[src/rtl/seq_tx_pkg.sv]
// Shared definitions for the serial pattern transmitter: FSM encoding,
// length-field width and the effective-length rule.
package seq_tx_pkg;

  localparam int LEN_W = 5;

  typedef enum logic [1:0] {
    IDLE  = 2'b00,
    SHIFT = 2'b01,
    GAP   = 2'b10,
    DONE  = 2'b11
  } state_t;

  // A zero or oversized length means "send the whole register".
  function automatic logic [LEN_W-1:0] eff_len(input logic [LEN_W-1:0] len_in,
                                               input logic [LEN_W-1:0] width);
    logic [LEN_W-1:0] w_len;
    if ((len_in == {LEN_W{1'b0}}) || (len_in > width)) begin
      w_len = width;
    end else begin
      w_len = len_in;
    end
    return w_len;
  endfunction

endpackage

[src/rtl/piso_shreg.sv]
// Parallel-load, MSB-out shift register; load takes priority over shift.
module piso_shreg #(
  parameter int W = 8
) (
  input  logic         clk,
  input  logic         reset,
  input  logic         load,
  input  logic         shift,
  input  logic [W-1:0] din,
  output logic         msb
);

  logic [W-1:0] r_sr;

  // Register contents: clear on reset, parallel load, or shift toward the MSB.
  always_ff @(posedge clk or posedge reset) begin
    if (reset) begin
      r_sr <= {W{1'b0}};
    end else if (load) begin
      r_sr <= din;
    end else if (shift) begin
      r_sr <= {r_sr[W-2:0], 1'b0};
    end
  end

  assign msb = r_sr[W-1];

endmodule

[src/rtl/seq_pattern_tx.sv]
// Serial frame transmitter: sends pattern[L-1:0] MSB-first, repeat_n+1 times
// with idle-level gaps, then pulses done. All outputs come straight from flops.
module seq_pattern_tx
  import seq_tx_pkg::*;
#(
  parameter int   W          = 8,
  parameter int   GAP_CYCLES = 2,
  parameter logic IDLE_LEVEL = 1'b1
) (
  input  logic             clk,
  input  logic             reset,
  input  logic             start,
  input  logic             abort,
  input  logic [W-1:0]     pattern,
  input  logic [LEN_W-1:0] len,
  input  logic [3:0]       repeat_n,
  output logic             dout,
  output logic             dout_valid,
  output logic             busy,
  output logic             done
);

  localparam int BIT_W = $clog2(W + 1);
  localparam int GAP_W = (GAP_CYCLES < 2) ? 1 : $clog2(GAP_CYCLES + 1);
  localparam logic [GAP_W-1:0] GAP_LOAD = (GAP_CYCLES == 0) ? {GAP_W{1'b0}}
                                                            : GAP_W'(GAP_CYCLES - 1);

  state_t           r_state;
  state_t           w_state_nxt;
  logic [W-1:0]     r_pat_al;
  logic [BIT_W-1:0] r_len;
  logic [BIT_W-1:0] r_bit_cnt;
  logic [3:0]       r_rep;
  logic [GAP_W-1:0] r_gap_cnt;
  logic             r_dout;
  logic             r_dout_valid;
  logic             r_busy;
  logic             r_done;

  logic [LEN_W-1:0] w_eff;
  logic [W-1:0]     w_cap_al;
  logic             w_msb;
  logic             w_load;
  logic             w_shift;
  logic [W-1:0]     w_din;
  logic             w_dout_nxt;
  logic             w_capture;
  logic             w_reload;
  logic             w_bit_dec;
  logic             w_rep_dec;
  logic             w_gap_load;
  logic             w_gap_dec;

  // The captured pattern is left-aligned so the first frame bit sits at the MSB.
  assign w_eff    = eff_len(len, LEN_W'(W));
  assign w_cap_al = pattern << (LEN_W'(W) - w_eff);

  // The shift register holds the bits still to come; the bit on dout lives in r_dout.
  piso_shreg #(.W(W)) u_piso (
    .clk   (clk),
    .reset (reset),
    .load  (w_load),
    .shift (w_shift),
    .din   (w_din),
    .msb   (w_msb)
  );

  // FSM state register.
  always_ff @(posedge clk or posedge reset) begin
    if (reset) begin
      r_state <= IDLE;
    end else begin
      r_state <= w_state_nxt;
    end
  end

  // Next-state and datapath control decode.
  always_comb begin
    w_state_nxt = r_state;
    w_load      = 1'b0;
    w_shift     = 1'b0;
    w_din       = {r_pat_al[W-2:0], 1'b0};
    w_dout_nxt  = IDLE_LEVEL;
    w_capture   = 1'b0;
    w_reload    = 1'b0;
    w_bit_dec   = 1'b0;
    w_rep_dec   = 1'b0;
    w_gap_load  = 1'b0;
    w_gap_dec   = 1'b0;
    case (r_state)
      IDLE: begin
        if (start && !abort) begin
          w_state_nxt = SHIFT;
          w_capture   = 1'b1;
          w_load      = 1'b1;
          w_din       = {w_cap_al[W-2:0], 1'b0};
          w_dout_nxt  = w_cap_al[W-1];
        end else begin
          w_state_nxt = IDLE;
        end
      end
      SHIFT: begin
        if (abort) begin
          w_state_nxt = IDLE;
        end else if (r_bit_cnt != {BIT_W{1'b0}}) begin
          w_shift    = 1'b1;
          w_bit_dec  = 1'b1;
          w_dout_nxt = w_msb;
        end else if (r_rep != 4'd0) begin
          w_rep_dec = 1'b1;
          if (GAP_CYCLES == 0) begin
            w_state_nxt = SHIFT;
            w_load      = 1'b1;
            w_reload    = 1'b1;
            w_dout_nxt  = r_pat_al[W-1];
          end else begin
            w_state_nxt = GAP;
            w_gap_load  = 1'b1;
          end
        end else begin
          w_state_nxt = DONE;
        end
      end
      GAP: begin
        if (abort) begin
          w_state_nxt = IDLE;
        end else if (r_gap_cnt != {GAP_W{1'b0}}) begin
          w_gap_dec = 1'b1;
        end else begin
          w_state_nxt = SHIFT;
          w_load      = 1'b1;
          w_reload    = 1'b1;
          w_dout_nxt  = r_pat_al[W-1];
        end
      end
      DONE: begin
        w_state_nxt = IDLE;
      end
      default: begin
        w_state_nxt = IDLE;
      end
    endcase
  end

  // Captured transaction values and the bit/repeat/gap counters.
  always_ff @(posedge clk or posedge reset) begin
    if (reset) begin
      r_pat_al  <= {W{1'b0}};
      r_len     <= {BIT_W{1'b0}};
      r_bit_cnt <= {BIT_W{1'b0}};
      r_rep     <= 4'd0;
      r_gap_cnt <= {GAP_W{1'b0}};
    end else begin
      if (w_capture) begin
        r_pat_al  <= w_cap_al;
        r_len     <= BIT_W'(w_eff);
        r_rep     <= repeat_n;
        r_bit_cnt <= BIT_W'(w_eff) - BIT_W'(1);
      end else if (w_reload) begin
        r_bit_cnt <= r_len - BIT_W'(1);
      end else if (w_bit_dec) begin
        r_bit_cnt <= r_bit_cnt - BIT_W'(1);
      end
      if (w_rep_dec) begin
        r_rep <= r_rep - 4'd1;
      end
      if (w_gap_load) begin
        r_gap_cnt <= GAP_LOAD;
      end else if (w_gap_dec) begin
        r_gap_cnt <= r_gap_cnt - GAP_W'(1);
      end
    end
  end

  // Output flops are loaded from the next state so they line up with it.
  always_ff @(posedge clk or posedge reset) begin
    if (reset) begin
      r_dout       <= IDLE_LEVEL;
      r_dout_valid <= 1'b0;
      r_busy       <= 1'b0;
      r_done       <= 1'b0;
    end else begin
      r_dout       <= w_dout_nxt;
      r_dout_valid <= (w_state_nxt == SHIFT);
      r_busy       <= (w_state_nxt == SHIFT) || (w_state_nxt == GAP);
      r_done       <= (w_state_nxt == DONE);
    end
  end

  assign dout       = r_dout;
  assign dout_valid = r_dout_valid;
  assign busy       = r_busy;
  assign done       = r_done;

endmodule

[config.mk]
export PLATFORM = sky130hd
export DESIGN_NAME = seq_pattern_tx
export DESIGN_NICKNAME = d
export VERILOG_FILES = /design/src/rtl/seq_tx_pkg.sv /design/src/rtl/piso_shreg.sv /design/src/rtl/seq_pattern_tx.sv
export SDC_FILE = /design/constraint.sdc
export NUM_CORES = 1
export LEC_CHECK = 0
export ABC_AREA = 1
export ABC_CLOCK_PERIOD_IN_PS = 4900
export CORE_UTILIZATION = 35
export CTS_CLUSTER_DIAMETER = 40
export CTS_CLUSTER_SIZE = 8
export DETAILED_ROUTE_END_ITERATION = 10
export RECOVER_POWER = 50
export SLEW_MARGIN = 20
export SYNTH_ARGS = -nofsm -noshare
export SYNTH_HDL_FRONTEND = slang
export SYNTH_SLANG_ARGS = --single-unit
[constraint.sdc]
create_clock -name clk -period 4.9 [get_ports clk]
set_input_delay 0.98 -clock clk [delete_from_list [all_inputs] [get_ports clk]]
set_output_delay 0.98 -clock clk [all_outputs]
set_load 0.01 [all_outputs]
== After elaboration in Yosys (flattened, before gate mapping) ==
Index checks and enable logic that the tools add are counted.
Storage, ports and cells
  memory bits (read-only): 0
  latch bits: 0
  logic and storage cells: 79
  memories: 0
  bits in writable memories: 0
  register bits after elaboration: 36
Cells by class
  shift operators: 1
  div/mod/pow operators: 0
  equal/unequal tests: 6
  $lt $le $gt $ge: 1
  add/sub/neg operators: 6
  $mul: 0
  reduce and logical (&&, ||, !) cells: 13
  bitwise gates (word level): 0
  mux-type cells: 41
Operators with widths (count)
  8-bit 2-to-1 mux: 4
  1-bit 2-to-1 mux: 22
  4-bit 2-to-1 mux: 5
  4-bit by 1-bit subtractor with 4-bit output (second input constant): 4
  2-bit 2-to-1 mux: 6
  2-bit == test (second input constant): 4
  2-bit one-hot mux with 4 select lines: 1
  2-bit nonzero test: 4
  4-bit nonzero test: 2
  8-bit by 5-bit left shift with 8-bit output: 1
  5-bit by 4-bit > comparator with 1-bit output (second input constant): 1
  5-bit zero test: 1
  5-bit 2-to-1 mux: 1
  4-bit by 5-bit subtractor with 5-bit output (first input constant): 1
  2-bit by 1-bit == test with 1-bit output (second input constant): 2
  1-bit one-hot mux with 3 select lines: 1
  3-bit nonzero test: 1
  2-bit zero test: 1
  1-bit logical OR: 2
  1-bit one-hot mux with 2 select lines: 1
  2-bit by 1-bit subtractor with 2-bit output (second input constant): 1
  1-bit logical AND: 1
  1-bit zero test: 1

== Longest topological paths before layout ==
Gate-level depths: netlist (run 1).
  word-level depth: 8
  depth in mapped cells: 15
  depth with buffers taken out: 13

== Hierarchy ==
Synthesis (run 1) repeated with hierarchy kept, for this count alone.
Second synthesis, totals
  cells, all modules: 289
  area, all modules: 2139.6 um2
Modules (own cells, without submodules)
  seq_pattern_tx: sequential area each 701.9 um2, times used 1, area each 1759.2 um2, cells each 245
  piso_shreg: sequential area each 200.2 um2, times used 1, area each 380.4 um2, cells each 44

== Worst setup path after synthesis (run 1) ==
Ideal clock, no wire load.
  path kind: input port to flip-flop
  from: input port len[3]
  to: register u_piso.r_sr[6]
  path buffers: 1
  cell stages on the path: 13
  data required time: 4.784 ns
  slack: 2.470 ns
  arrival: 2.314 ns
  path through: inv_2 -> nand3_2 -> buf_4 -> ha_1 -> inv_1 -> nand3_1 -> nand3_1 -> nand2_1 -> clkinv_1 -> nand2_1 -> nand3_1 -> nand2_1 -> nand2_1
Between the ends
  cells in the longest elaborated chain, start to end: 8
RTL lines
  from (decl): line seq_pattern_tx.sv:15  | input logic [LEN_W-1:0] len,
  5-bit by 4-bit > comparator with 1-bit output / 5-bit zero test (equally long branches): line seq_tx_pkg.sv:18  | if ((len_in == {LEN_W{1'b0}}) || (len_in > width)) begin
  1-bit logical OR: line seq_tx_pkg.sv:18
  5-bit 2-to-1 mux *: line seq_tx_pkg.sv:18
  4-bit by 5-bit subtractor with 5-bit output *: line seq_pattern_tx.sv:56  | assign w_cap_al = pattern << (LEN_W'(W) - w_eff);
  8-bit by 5-bit left shift with 8-bit output *: line seq_pattern_tx.sv:56
  8-bit 2-to-1 mux *: line seq_pattern_tx.sv:92  | if (start && !abort) begin
  8-bit 2-to-1 mux *: line seq_pattern_tx.sv:90  | case (r_state)
  8-bit 2-to-1 mux *: line piso_shreg.sv:19  | end else if (load) begin
  to (signal assigned): line piso_shreg.sv:18  | r_sr <= {W{1'b0}};
  to (signal assigned): line piso_shreg.sv:20  | r_sr <= din;
  to (signal assigned): line piso_shreg.sv:22  | r_sr <= {r_sr[W-2:0], 1'b0};
  to (decl): line piso_shreg.sv:13  | logic [W-1:0] r_sr;
Mark *: on every way between the ends. The rest lies on a longest branch, timed or not.
A chain may end at the register's enable or synchronous reset.

== Final worst setup path (run 1) ==
  from: input port abort
  to: register u_piso.r_sr[2]
Between the ends
  cells in the longest elaborated chain, start to end: 5
RTL lines
  from (decl): line seq_pattern_tx.sv:13  | input logic abort,
  1-bit zero test: line seq_pattern_tx.sv:92
  1-bit logical AND: line seq_pattern_tx.sv:92
  1-bit 2-to-1 mux / 8-bit 2-to-1 mux (equally long branches): line seq_pattern_tx.sv:92
  1-bit one-hot mux with 2 select lines / 8-bit 2-to-1 mux (equally long branches): line seq_pattern_tx.sv:90
  8-bit 2-to-1 mux / 2-bit nonzero test (equally long branches)
Parallel ways exist; a longest one is shown, timed or not.

==> impl_metrics.tcl, run 1 <==
set metrics [dict create \
    outcome "complete, but fails checks" \
    violations "max-capacitance violations, max-slew violations" \
    core_area_um2 6060 \
    fin_skew_ns 0.00550 \
    drcViolationCount 0 \
    ir_drop_uv 244 \
    required_ns 5.08 \
    worstSetupPathType "primary input to flip-flop" \
    fmax_mhz 271 \
    ys_seq_elements 35 \
    wl_per_cell_um 11.5 \
    r2r-start "r_state[0]" \
    yosysMostFrequentCell "nand2_1" \
    num_rows 28 \
    slew_viol_final 36 \
    relSlewSlack_pct -24.8 \
    htreeDepth 2 \
    yosys.area.top_type "dfrtp_1" \
    synth-simple-area-share_pct 32.1 \
    r2r_slack_ns 1.90 \
    hold-path-cell-count 1 \
    wirelength_um 4550 \
    detail-route-antenna-nets 0 \
    ctsHoldBuffers 0 \
    tritoncts "done" \
    cts.sinks 35 \
    worstRegToRegCells 9 \
    critPathArrivalTime_ns 3.87 \
    clock_latency_ns 0.28 \
    antenna_found_initial 0 \
    grt_overflow 0 \
    cp-start-kind "primary input" \
    die_h_um 82.0 \
    final_cells 395 \
    synth_top_family_by_area "simple AND/OR/NAND/NOR gates" \
    path_max_fanout 22 \
    synth_edf_count 0 \
    power_leakage_nw 1.30 \
    dp_hpwl_um 3370 \
    post-place-cells 387 \
    post_cts_buffers 0 \
    start_util_pct 37.0 \
    syn_inst 295 \
    rr_endpoint "u_piso.r_sr[2]" \
    area.growth.synth_to_final_pct 16.9 \
    grt_usage_pct 15.9 \
    synth_fa_ha_area_share_pct 5.58 \
    min_to "r_rep[0]" \
    synth_fp_nets 326 \
    synth_compound_area_share_pct 12.6 \
    synth_xor_area_share_pct 0.781 \
    yosys-top-cells-area "dfrtp_1 (38%), nand2_1 (14%), nand3_1 (6.3%)" \
    cts-resized-gates 0 \
    grt_setup_unrepaired "false" \
    via_count 1883 \
    ys_seq_area_share_pct 39.1 \
    portBuffers 24 \
    antenna_cells 0 \
    synth_async_sr_flop_share_pct 100 \
    nNetsFinal 350 \
    end_kind "flip-flop" \
    ys.flop_type "dfrtp_1" \
    hp-class "flip-flop to flip-flop" \
    cts.clk_slew.worst_paths_ns 0.07 \
    cts.root.buffer_cell "clkbuf_8" \
    fp.dieW_um 82.0 \
    grt_max_degree 36 \
    cts_buffers 5 \
    setup_violations 0 \
    synth.distinct_cells 41 \
    viasPerCell 4.77 \
    grt_pass1_vias 1890 \
    avgSynthCellArea_um2 7.60 \
    cap_violations 1 \
    worst_slew_pin_slew_ns 1.87 \
    setup_tns_ns 0 \
    drt-initial-drc-count 46 \
    drive_gt1_share_pct 11.3 \
    place_congestion 0.844 \
    synth.cell_area_um2 2240 \
    finalCritPeriodShare_pct 75.4 \
    ys_warn_count 0 \
    power.density_nw_per_um2 357 \
    hp-start "r_rep[0]" \
    period_needed_ns 3.69 \
    yosys-top-cells-count "nand2_1 (84), dfrtp_1 (34), inv_1 (33), nand3_1 (28), nor2_1 (23)" \
    yosys-mux-area-fraction_pct 0 \
    ios 25 \
    clockBufferDepth 2 \
    synth_top_cell_area_share_pct 37.9 \
    hold_viol 0 \
    die_area_um2 6730 \
    grt_first_pass_wirelength_um 8240 \
    firstDrtPassIters 4 \
]
-- worst max-delay path, stage by stage --
cell and delay [ns]:
dlygate4sd3_1 0.65, nor2_2 0.08, nand2_1 0.72, nand2_2 0.37, a21oi_1 0.60, buf_4 0.29, a21oi_1 0.06, o21ai_2 0.06
nand2_2 0.05
-- cell families after synthesis --
logic type                 after synthesis
and+or+nand+nor                        154
DFF                                     35
buffers and inverters                   50
xor gates and xnor gates                 2
adders and majority gates               10
AOI/OAI and AO/OA                       44
-- cells in the final DEF (no fill, tap or decap), types with 5 or more instances in the layout --
master / instances
nand2_1: 85
ha_1: 10
dfrtp_1: 34
clkbuf_8: 7
nand3_1: 28
o21ai_1: 6
nand3_2: 5
inv_1: 33
a21oi_1: 7
clkdlybuf4s50_1: 22
inv_2: 5
nor2_1: 23
o21ai_0: 15
-- worst max path at each step --
stage            from             end  slack (ns)  depth (start not counted)
3_5_place_dp    abort  u_piso.r_sr[2]        1.61                          9
4_1_cts         abort  u_piso.r_sr[2]        1.89                          9
3_3_place_gp    abort  u_piso.r_sr[2]        1.70                          9
5_1_grt         abort  u_piso.r_sr[3]        0.94                          9
6_report        abort  u_piso.r_sr[2]        1.21                          9
2_1_floorplan  len[3]  u_piso.r_sr[6]        2.47                         13
-- metal layers --
metal	routed length [um]	global-route usage [%]
met1	2380	20.7
met2	2010	26.7
met3	132	3.67
met4	21	3.68
met5	0	0
-- sequential cells by signal, summed over array words and instances, names as in the netlist --
signal       flops
dout_valid       1
r_state          2
r_rep            4
dout             1
busy             1
u_piso.r_sr      7
r_pat_al         8
r_gap_cnt        2
done             1
r_bit_cnt        4
r_len            4
-- power breakdown --
part,leakage (nW),switching [mW],internal (mW)
clock,0.0505,0.106,0.128
sequential,0.443,0.0359,0.361
combinational,0.804,0.183,0.123
total,1.30,0.324,0.612
-- area by class of cell --
class                           instances  area, um^2
Fill cell                             603        3440
Multi-Input combinational cell        210        1140
Sequential cell                        35         877
Timing Repair Buffer                   26         251
Inverter                               41         156
Clock buffer                            7        96.3
Tap cell                               75        93.8
Clock inverter                          1        7.51
-- per-stage QoR --
step	total power [mW]	hold WS, ns	worst slack, ns	util, %	cell area [um^2]
5_1_grt	1.01	0.509	0.942	43.2	2620
4_1_cts	0.946	0.478	1.89	43.4	2630
3_3_place_gp	0.701	0.460	1.70	41.7	2530
3_5_place_dp	0.707	0.462	1.61	41.7	2530
2_1_floorplan	0.629	0.438	2.47	-	2240
6_report	0.936	0.474	1.21	43.2	2620
Note: power is estimated with default switching activity, not from simulation.
==> run 2: changes to the inputs <==
ABC_CLOCK_PERIOD_IN_PS = 3000   (was 4900)
clock period = 3 ns   (was 4.9 ns; I/O delays follow)
==> impl_metrics.tcl, run 2 (same netlist as run 1, synthesis figures left out) <==
set metrics [dict create \
    worstRegToRegCells 9 \
    tritoncts "done" \
    drt-initial-drc-count 97 \
    final_common_cell "nand2_1" \
    period_needed_ns 2.30 \
    area.growth.synth_to_final_pct 17.7 \
    cts.root.buffer_cell "clkbuf_8" \
    critPathArrivalTime_ns 2.48 \
    worst_slack_ns 0.696 \
    cp-start-kind "primary input" \
    path_max_fanout 8 \
    hp-class "flip-flop to flip-flop" \
    wl_per_cell_um 11.1 \
    final_cell_mix "nand2_1 (84), dfrtp_1 (34), inv_1 (33)" \
    cts_buffers 5 \
    finalCritPeriodShare_pct 76.8 \
    fp.dieW_um 82.0 \
    holdWs_ns 0.478 \
    top_register "r_pat_al" \
    rr_endpoint "busy" \
    top_regs "r_pat_al (8), u_piso.r_sr (7)" \
    end_kind "flip-flop" \
    firstDrtPassIters 5 \
    post-place-ws_ns 0.391 \
    fin_skew_ns 0.0126 \
    cap_violations 0 \
    finalPower_mw 1.49 \
    placed_cell_area_um2 2550 \
    place_congestion 0.814 \
    htreeDepth 2 \
    portBuffers 24 \
    worstSetupPathType "primary input to flip-flop" \
    r2r_slack_ns 0.89 \
    critPathMaxStageDelay_ns 0.43 \
    outcome "finished clean" \
    grt_usage_pct 14.9 \
    grt_max_degree 36 \
    start_util_pct 37.0 \
    power_leakage_nw 1.32 \
    cts-resized-gates 0 \
    grt_pass1_vias 1690 \
    drcViolationCount 0 \
    crit_start "len[3]" \
    clock_latency_ns 0.29 \
    cts.clk_slew.worst_paths_ns 0.08 \
    ios 25 \
    num_rows 28 \
    clockBufferDepth 2 \
    relSlewSlack_pct 42.2 \
    die_area_um2 6730 \
    hp-start "r_rep[0]" \
    worstPathCellList "clkdlybuf4s50_1, inv_2, nand3_1, ha_1, inv_1, nand3_1, nand3_1, nand2_1, clkinv_1, nand2_1, nand3_1, nand2_1, nand2_1" \
    viasPerCell 4.69 \
    drive_gt1_share_pct 12.4 \
    antenna_found_initial 0 \
    antenna_cells 0 \
    setup_violations 0 \
    endpoint "u_piso.r_sr[6]" \
    slew_viol_final 0 \
    via_count 1865 \
    power.density_nw_per_um2 564 \
    wirelength_um 4420 \
    hold_viol 0 \
    ctsHoldBuffers 0 \
    die_h_um 82.0 \
    worst_slew_pin_slew_ns 0.867 \
    r2r-start "r_state[0]" \
    setup_tns_ns 0 \
    post_cts_buffers 0 \
    dp_hpwl_um 3310 \
    largest_reg_flops 8 \
    grt_overflow 0 \
    cts.sinks 35 \
    grt_first_pass_wirelength_um 7550 \
    core_area_um2 6060 \
    cpMaxStageDelayCell "ha_1" \
    design_area_um2 2640 \
    detail-route-antenna-nets 0 \
    fmax_mhz 434 \
    required_ns 3.17 \
    nNetsFinal 353 \
    grt_setup_unrepaired "false" \
    ir_drop_uv 360 \
]
==> run 2: cell count changes in the layout (fill, tap and decap cells not counted) <==
cell	change
nand2_4	+1
clkinvlp_4	-1
clkinv_2	+1
clkbuf_8	-1
clkbuf_2	+1
nand2_1	-1
buf_4	+3
==> run 2: where the power goes <==
group          leakage [nW]  total [mW]  internal (mW)  switching [mW]
Sequential            0.443       0.647          0.590          0.0570
Combinational         0.825       0.492          0.204           0.288
Clock                0.0482       0.350          0.185           0.165
Total                  1.32        1.49          0.979           0.510
==> run 2: per-stage QoR <==
step	util, %	std cells
6_report	43.6	398
5_1_grt	43.6	398
4_1_cts	43.6	398
3_5_place_dp	42.1	390
3_3_place_gp	42.1	390
2_1_floorplan	-	295
==> run 2: final cells by class <==
cell class | count | area (um^2)
clock buffers | 7 | 86.3
clock inverters | 1 | 5.00
fillers | 616 | 3420
inverters | 41 | 156
multi-input cells | 210 | 1150
flip-flops and latches | 35 | 877
well taps | 75 | 93.8
repair buffers | 29 | 275
==> run 2: metal layers <==
layer / GRT usage (%) / part of all wire (%)
met3: 3.33 / 3.4
met2: 23.1 / 45
met4: 4.74 / 0.72
met5: 0 / 0
met1: 20.5 / 51
==> run 2: how the worst min path moves through the flow <==
stage                endpoint  slack (ns)  cells after the start
6_report             r_rep[0]        0.48                      1
5_1_grt        u_piso.r_sr[6]        0.49                      2
4_1_cts           r_pat_al[4]        0.48                      2
3_5_place_dp   u_piso.r_sr[6]        0.47                      2
3_3_place_gp         r_rep[0]        0.46                      1
2_1_floorplan        r_rep[0]        0.44                      1
==> run 2: critical path, delay by kind of cell <==
kind	cells	cell delay, ns
and+or+nand+nor	8	0.67
buffers and inverters	4	0.76
adders and majority gates	1	0.43
